==> src/rtl/finder_pkg.sv <==
// Shared types and defaults for the ALU dispatch stage and its execute-stage neighbours.
// Provides the default datapath sizing, the 3-bit opcode set, the packed lane vector and
// the dispatch FSM state encoding. Imported by alu_dispatch and dispatch_timer.
package finder_pkg;

  localparam int DEFAULT_N       = 32;   // operand/result word width
  localparam int DEFAULT_Q       = 16;   // fractional bits of the fixed-point format
  localparam int DEFAULT_ALU_NUM = 8;    // number of execute lanes

  // Opcodes understood by the execute stage; dispatch only forwards them.
  typedef enum logic [2:0] {
    OP_ADD = 3'd0,
    OP_SUB = 3'd1,
    OP_MUL = 3'd2,
    OP_MAC = 3'd3,
    OP_MIN = 3'd4,
    OP_MAX = 3'd5,
    OP_ABS = 3'd6,
    OP_NOP = 3'd7
  } op_e;

  typedef logic signed [DEFAULT_ALU_NUM-1:0][DEFAULT_N-1:0] lane_vec_t;

  typedef enum logic [1:0] {
    ST_IDLE  = 2'd0,
    ST_ISSUE = 2'd1,
    ST_WAIT  = 2'd2,
    ST_RESP  = 2'd3
  } dispatch_state_e;

endpackage

==> src/rtl/dispatch_timer.sv <==
// Timeout counter for the dispatch WAIT state.
// Ports: clk/rst (sync, active-high); clr zeroes the count; en advances it by one;
// expired is high in the enabled cycle whose increment would reach TIMEOUT.
module dispatch_timer
  import finder_pkg::*;
#(
  parameter int TIMEOUT = 1024
) (
  input  logic clk,
  input  logic rst,
  input  logic clr,
  input  logic en,
  output logic expired
);

  localparam int W = $clog2(TIMEOUT + 1);

  logic [W-1:0] cnt;

  always_ff @(posedge clk) begin
    if (rst || clr) begin
      cnt <= '0;
    end else if (en) begin
      cnt <= cnt + W'(1);
    end
  end

  // Flag one cycle early so the FSM leaves WAIT exactly as the count reaches TIMEOUT.
  assign expired = en && (cnt == W'(TIMEOUT - 1));

endmodule

==> src/rtl/alu_dispatch.sv <==
// Issue stage feeding the multi-lane fixed-point execute stage: accepts one vector command,
// drives lane enables/opcode/operands, waits for all-lanes-done and holds the result for a
// downstream valid/ready consumer. Optional WAIT timeout under `ALU_DISPATCH_TIMEOUT_EN.
// Ports: cmd_* (command handshake in), enable_alu/instr/dataA/dataB (to execute),
// exe_valid/exe_data (from execute), res_* (result handshake out). clk, rst (sync, active-high).
module alu_dispatch
  import finder_pkg::*;
#(
  parameter int N       = DEFAULT_N,
  parameter int Q       = DEFAULT_Q,
  parameter int ALU_NUM = DEFAULT_ALU_NUM,
  parameter int TIMEOUT = 1024
) (
  input  logic                              clk,
  input  logic                              rst,
  input  logic                              cmd_valid,
  output logic                              cmd_ready,
  input  logic [2:0]                        cmd_instr,
  input  logic [ALU_NUM-1:0]                cmd_mask,
  input  logic signed [ALU_NUM-1:0][N-1:0]  cmd_dataA,
  input  logic signed [ALU_NUM-1:0][N-1:0]  cmd_dataB,
  output logic [ALU_NUM-1:0]                enable_alu,
  output logic [2:0]                        instr,
  output logic signed [ALU_NUM-1:0][N-1:0]  dataA,
  output logic signed [ALU_NUM-1:0][N-1:0]  dataB,
  input  logic                              exe_valid,
  input  logic signed [ALU_NUM-1:0][N-1:0]  exe_data,
  output logic                              res_valid,
  input  logic                              res_ready,
  output logic signed [ALU_NUM-1:0][N-1:0]  res_data,
  output logic [ALU_NUM-1:0]                res_mask,
  output logic                              res_err
);

  // Elaboration-time sanity checks on the configuration.
  if (Q >= N) begin : g_bad_q
    $error("alu_dispatch: Q must be smaller than N");
  end
  if (TIMEOUT < 1) begin : g_bad_timeout
    $error("alu_dispatch: TIMEOUT must be at least 1");
  end

  dispatch_state_e      state;
  logic [ALU_NUM-1:0]   mask_q;
  logic                 timed_out;

`ifdef ALU_DISPATCH_TIMEOUT_EN
  // Counter is cleared during ISSUE so it starts at zero on the first WAIT cycle;
  // exe_valid gates the enable, so a completion on the expiry cycle wins.
  dispatch_timer #(
    .TIMEOUT (TIMEOUT)
  ) u_timer (
    .clk     (clk),
    .rst     (rst),
    .clr     (state == ST_ISSUE),
    .en      ((state == ST_WAIT) && !exe_valid),
    .expired (timed_out)
  );
`else
  assign timed_out = 1'b0;
`endif

  // Held low through the reset cycle itself, then follows IDLE.
  assign cmd_ready = (state == ST_IDLE) && !rst;

  always_ff @(posedge clk) begin
    if (rst) begin
      state      <= ST_IDLE;
      mask_q     <= '0;
      enable_alu <= '0;
      instr      <= '0;
      dataA      <= '0;
      dataB      <= '0;
      res_valid  <= 1'b0;
      res_data   <= '0;
      res_mask   <= '0;
      res_err    <= 1'b0;
    end else begin
      case (state)
        ST_IDLE: begin
          if (cmd_valid) begin
            instr  <= cmd_instr;
            dataA  <= cmd_dataA;
            dataB  <= cmd_dataB;
            mask_q <= cmd_mask;
            if (cmd_mask != '0) begin
              enable_alu <= cmd_mask;
              state      <= ST_ISSUE;
            end else begin
              // Nothing to execute: answer immediately with an empty result.
              res_valid <= 1'b1;
              res_data  <= '0;
              res_mask  <= '0;
              res_err   <= 1'b0;
              state     <= ST_RESP;
            end
          end
        end
        // exe_valid here may still belong to the previous command, so it is not looked at.
        ST_ISSUE: state <= ST_WAIT;
        ST_WAIT: begin
          if (exe_valid) begin
            for (int i = 0; i < ALU_NUM; i++) begin
              res_data[i] <= mask_q[i] ? exe_data[i] : '0;
            end
            res_mask   <= mask_q;
            res_err    <= 1'b0;
            res_valid  <= 1'b1;
            enable_alu <= '0;
            state      <= ST_RESP;
          end else if (timed_out) begin
            res_data   <= '0;
            res_mask   <= mask_q;
            res_err    <= 1'b1;
            res_valid  <= 1'b1;
            enable_alu <= '0;
            state      <= ST_RESP;
          end
        end
        ST_RESP: begin
          if (res_ready) begin
            res_valid <= 1'b0;
            state     <= ST_IDLE;
          end
        end
        default: state <= ST_IDLE;
      endcase
    end
  end

endmodule

==> config.mk <==
export PLATFORM = sky130hd
export DESIGN_NAME = alu_dispatch
export DESIGN_NICKNAME = d
export VERILOG_FILES = /design/src/rtl/finder_pkg.sv /design/src/rtl/dispatch_timer.sv /design/src/rtl/alu_dispatch.sv
export SDC_FILE = /design/constraint.sdc
export NUM_CORES = 2
export LEC_CHECK = 0
export BUFFER_PORTS_ARGS = -buffer_cell sky130_fd_sc_hd__buf_2
export CORE_AREA = 2 2 606 608
export DETAILED_ROUTE_END_ITERATION = 12
export DIE_AREA = 0 0 608 610
export PLACE_DENSITY = 0.3
export SYNTH_ARGS = -nofsm -noshare
export SYNTH_HDL_FRONTEND = slang
export SYNTH_SLANG_ARGS = --single-unit
==> constraint.sdc <==
create_clock -name clk -period 2.3 [get_ports clk]
set_input_delay 0.345 -clock clk [delete_from_list [all_inputs] [get_ports clk]]
set_output_delay 0.345 -clock clk [all_outputs]
set_load 0.01 [all_outputs]
# Word-level counts from Yosys, hierarchy flattened
# Index checks and enable logic that the tools add are counted.
[op_classes]
eq_ne = 8
n_mux = 34
reduce_logical = 11
[ops]
columns = ["op", "n"]
rows = [
  ["$mux W256", 3],
  ["$pmux W256 S2", 1],
  ["$mux W32", 8],
  ["$mux W8", 6],
  ["$pmux W8 S2", 2],
  ["$mux W2", 4],
  ["$ne A2 B2 Y1 const B", 4],
  ["$pmux W2 S4", 1],
  ["$reduce_and A4 Y1", 2],
  ["$reduce_bool A8 Y1", 1],
  ["$mux W1", 7],
  ["$reduce_and A5 Y1", 1],
  ["$eq A2 B2 Y1 const B", 2],
  ["$pmux W1 S3", 1],
  ["$reduce_and A3 Y1", 1],
  ["$reduce_bool A3 Y1", 1],
  ["$eq A2 B1 Y1 const B", 1],
  ["$logic_not A2 Y1", 1],
  ["$ne A2 B1 Y1 const B", 1],
  ["$pmux W1 S2", 1],
  ["$reduce_and A2 Y1", 1],
  ["$reduce_bool A2 Y1", 1],
  ["$logic_and A1 B1 Y1", 1],
  ["$logic_not A1 Y1", 1],
]
[totals]
ff_bits = 799
in_bits = 784
out_inout_bits = 790
word_cells = 84

# Longest topological paths before layout
[depth]
word_depth = 4
mapped_depth = 9
depth_no_buf = 6

# Worst setup path after synthesis
# OpenSTA, ideal clock, no wires.
[synth_timing]
path_type = "register to register"
from = "register state[0]"
to = "register res_data[100] (netlist bit)"
setup_ns = 0.117
arrival_time_ns = 1.835
slack_ns = 0.348
path_stages_with_launch = 10
n_path_buf = 3
synth_period_minus_slack_ns = 1.952
cell_sequence = "dfxtp_1 -> inv_1 -> ha_1 -> buf_2 -> nand2b_1 -> o211ai_2 -> o21ba_2 -> clkbuf_1 -> buf_2 -> a22o_1"
[synth_via]
elab_chain_cells = 3
[synth_rtl]
columns = ["item", "line_no", "rtl"]
rows = [
  ["from (decl)", "alu_dispatch.sv:43", "dispatch_state_e state;"],
  ["from (signal assigned)", "alu_dispatch.sv:68", "state <= ST_IDLE;"],
  ["from (signal assigned)", "alu_dispatch.sv:88", "state <= ST_ISSUE;"],
  ["from (signal assigned)", "alu_dispatch.sv:95", "state <= ST_RESP;"],
  ["$eq A2 B2 Y1 / $logic_not A2 Y1 (equally long branches)", "alu_dispatch.sv:79", "case (state)"],
  ["$ne A2 B2 Y1 (no line) / $reduce_bool A2 Y1 (equally long branches)", "--", ""],
  ["$reduce_and A4 Y1 (no line)", "--", ""],
  ["to (signal, indexed assignment)", "alu_dispatch.sv:104", "res_data[i] <= mask_q[i] ? exe_data[i] : '0;"],
  ["to (decl)", "alu_dispatch.sv:30", "output logic signed [ALU_NUM-1:0][N-1:0] res_data,"],
]
# Several ways; a longest one is shown, not always the timed one.
# A chain may end at the register's enable or synchronous reset.

# Worst setup path after layout
[layout_timing]
from = "register state[0]"
to = "register res_data[66] (netlist bit)"
# The elaborated chain is that of the path after synthesis.

==> flow_summary.toml <==
[logic_synthesis]
synth_cell_types = 30
avgSynthCellArea_um2 = 9.05
yosysSeqAreaShare_pct = 60.3
synth_area_um2 = 26500
synth_edf_count = 0
syn_inst = 2931
synth_flop_cell = "dfxtp_1"
ys_ff_latch = 798
syn_nets = 3720
async_flop_share_pct = 0
yosysWarnings = 0

[cells_and_area]
fillers = 41800
drive_above_1_share_pct = 34.8
area_delta_synth_final_pct = 97.3
nNetsFinal = 6047
fin_area_um2 = 52300

[drt]
vias = 31100
viasPerCell = 3.06
drt_iter0_markers = 1574
drt_pass1_iterations = 8
post_drt_wl_per_cell_um = 23.8
drt-total-wl_mm = 242
drt.antenna.violating_nets = 0
route.detailed.drc = 0

[grt]
antenna_found_initial = 75
grt_use_total_pct = 12.5
grt_max_degree = 124
grt_pass1_vias = 31700
grt_first_pass_wirelength_mm = 311
grt_overflow_total = 0

[floorplanning]
start_util_pct = 7.28
die-area_um2 = 371000
dieWidth_um = 608
io_pins = 1574
rows = 222
core_area_um2 = 364000
die_y_um = 610

[sta]
drv_slew = 0
relSlewSlack_pct = 52.7
clock_skew_ns = 0.0916
worstMarginPinSlew_ns = 0.709
finalHoldViolCount = 0
min_period_over_period_pct = 97.8
post-route-min-period_ns = 2.25
setup_viol = 0
fmax_mhz = 445
holdWs_ns = 0.128

[worst_hold_path]
hp-class = "input pin to register"
holdCritStartpoint = "cmd_valid"

[clock_tree]
clk_pin_slew_ns = 0.06
cts.sinks = 798
htreeDepth = 3
cts_tree = "yes"
cts_buffer_depth = 4
cts_root_buffer = "clkbuf_16"
cts_inserted_buffers = 114
clk_latency_ns = 0.87

[power_and_ir_drop]
swShare_pct = 35.9
powerDensity_nw_per_um2 = 954
leakage_nw = 22.7
p_clk_share_pct = 38.0
switching_power_mw = 17.9
power.share.sequential_pct = 33.2
vdd_ir_drop_max_mv = 0.690
power_frac_comb_pct = 28.7
internal_power_mw = 32.0

[placement]
placed_area_um2 = 40400
io_buffers = 1572
gp_congestion = 0.931
dp_hpwl_mm = 206

[setup_path]
r2r-start = "state[0]"
worst_ep_required_time_ns = 3.01
cp-startpoint = "state[0]"
crit_fanout = 62
end_kind = "register"
start_kind = "register"
worstSetupPathType = "register to register"
worstPathArrival_ns = 2.96

[outcome]
status = "finished, final reports clean"

[flow_run]
drv_cap = 0
timing repair:
item / 4_1_cts / 5_1_grt
hold buffers: 788 / 0
buffers inserted: 0 / 2
pin swaps: 1 / 0
resized for setup: 13 / 4
hold endpoints to repair: 789 / 0
endpoints found under the setup margin: 2 / 6
cell type report:
class / instances / area [um2] / share of cell area [%]
timing repair buffer: 2445 / 16900 / 32.2
sequential: 798 / 16000 / 30.6
multi-input combinational: 1896 / 9450 / 18.1
tap: 4816 / 6030 / 11.5
clock buffer: 156 / 3230 / 6.18
clock inverter: 42 / 693 / 1.33
antenna: 18 / 45.0 / 0.0861
inverter: 3 / 16.3 / 0.0311
worst max-delay path, stage by stage, from the launching register on:
cell	delay, ns
dfxtp_4	0.37
inv_4	0.05
ha_1	0.25
nand2b_1	0.15
o211ai_2	0.12
o21ba_4	0.32
buf_12	0.19
a22o_1	0.38
cell usage after synthesis (2+ instances only):
cell | count | area, um2
a22o_1 | 256 | 2240
nand4b_1 | 9 | 78.8
nor4_4 | 2 | 42.5
clkbuf_1 | 160 | 601
a21oi_1 | 534 | 2670
buf_1 | 13 | 48.8
inv_1 | 3 | 11.3
o21ai_0 | 8 | 40.0
a21o_1 | 8 | 60.1
buf_2 | 35 | 175
dfxtp_1 | 798 | 16000
buf_6 | 25 | 282
ha_1 | 5 | 62.6
nor3b_4 | 8 | 150
nand3_1 | 3 | 15.0
nand2_1 | 1048 | 3930
nand2b_1 | 3 | 18.8
layer usage:
metal | global-route usage [%] | vias to the layer above | part of all wire (%)
met4 | 3.12 | 24 | 2.8
met3 | 6.42 | 305 | 12
met2 | 22.4 | 1233 | 50
met5 | 0 | - | 0.062
met1 | 12.7 | 15000 | 35
li1 | - | 14600 | -
flip-flops by register name, summed over array words and instances (netlist names):
register	cells
dataA	256
dataB	256
enable_alu	8
instr	3
mask_q	8
res_data	256
res_mask	8
res_valid	1
state	2
cell families (layout without fill, tap and decap cells):
family | Yosys count | after routing | share of synthesized area, %
AND/OR/NAND/NOR | 1077 | 1077 | 16.1
flip-flops | 798 | 798 | 60.3
other | 1 | 19 | 0.0141
AO/OA/AOI/OAI | 813 | 813 | 19.2
buffers and inverters | 237 | 2646 | 4.24
adder cells (fa/ha/maj) | 5 | 5 | 0.236
metrics by stage:
step	setup WS (ns)	util, %	total power, mW	TNS, ns	cells
after floorplan	0.348	-	22.5	0	2931
after global placement	0.0884	11.1	30.2	0	9170
after detailed placement	0.117	11.1	30.3	0	9170
after CTS	-0.0184	14.3	51.3	-0.0184	10200
after global routing	-0.00187	14.3	52.8	-0.00187	10200
final	0.0517	14.4	49.9	0	10200
power by group through the flow:
stage | clock, mW | combinational (mW) | sequential (mW)
2_1_floorplan | 0 | 4.98 | 17.5
3_3_place_gp | 0 | 13.4 | 16.8
3_5_place_dp | 0 | 13.4 | 16.8
4_1_cts | 19.9 | 14.9 | 16.6
5_1_grt | 20.3 | 15.8 | 16.8
6_report | 19.0 | 14.3 | 16.6
path summary, 6_finish.rpt:
kind / endpoint / slack [ns] / cells past startpoint
worst max-delay path: res_data[66] / 0.05 / 7
worst min-delay path: dataA[28] / 0.13 / 5
worst max register to register: res_data[66] / 0.05 / 7
worst min register to register: dataB[185] / 0.45 / 2
cell usage in the layout, fill, tap and decap left out, types with 2 or more instances in the layout:
| cell type | synthesis | routed |
|---|---|---|
| a21o_1 | 8 | 8 |
| a21oi_1 | 534 | 534 |
| a22o_1 | 256 | 256 |
| buf_12 | 0 | 35 |
| buf_2 | 35 | 1570 |
| buf_4 | 1 | 48 |
| buf_6 | 25 | 2 |
| buf_8 | 0 | 2 |
| bufinv_16 | 0 | 15 |
| clkbuf_1 | 160 | 20 |
| clkbuf_16 | 0 | 114 |
| clkbuf_8 | 0 | 22 |
| clkinv_16 | 0 | 2 |
| clkinv_2 | 0 | 14 |
| clkinv_4 | 0 | 4 |
| clkinvlp_4 | 0 | 5 |
| dfxtp_1 | 798 | 795 |
| dfxtp_2 | 0 | 2 |
| diode_2 | 0 | 18 |
| dlygate4sd3_1 | 0 | 788 |
| ha_1 | 5 | 4 |
| inv_16 | 0 | 2 |
| inv_4 | 0 | 2 |
| nand2_1 | 1048 | 1047 |
| nand2b_1 | 3 | 3 |
| nand3_1 | 3 | 3 |
| nand4b_1 | 9 | 9 |
| nor3b_4 | 8 | 8 |
| nor4_4 | 2 | 2 |
| o21ai_0 | 8 | 8 |
(Power assumes the default switching activity.)
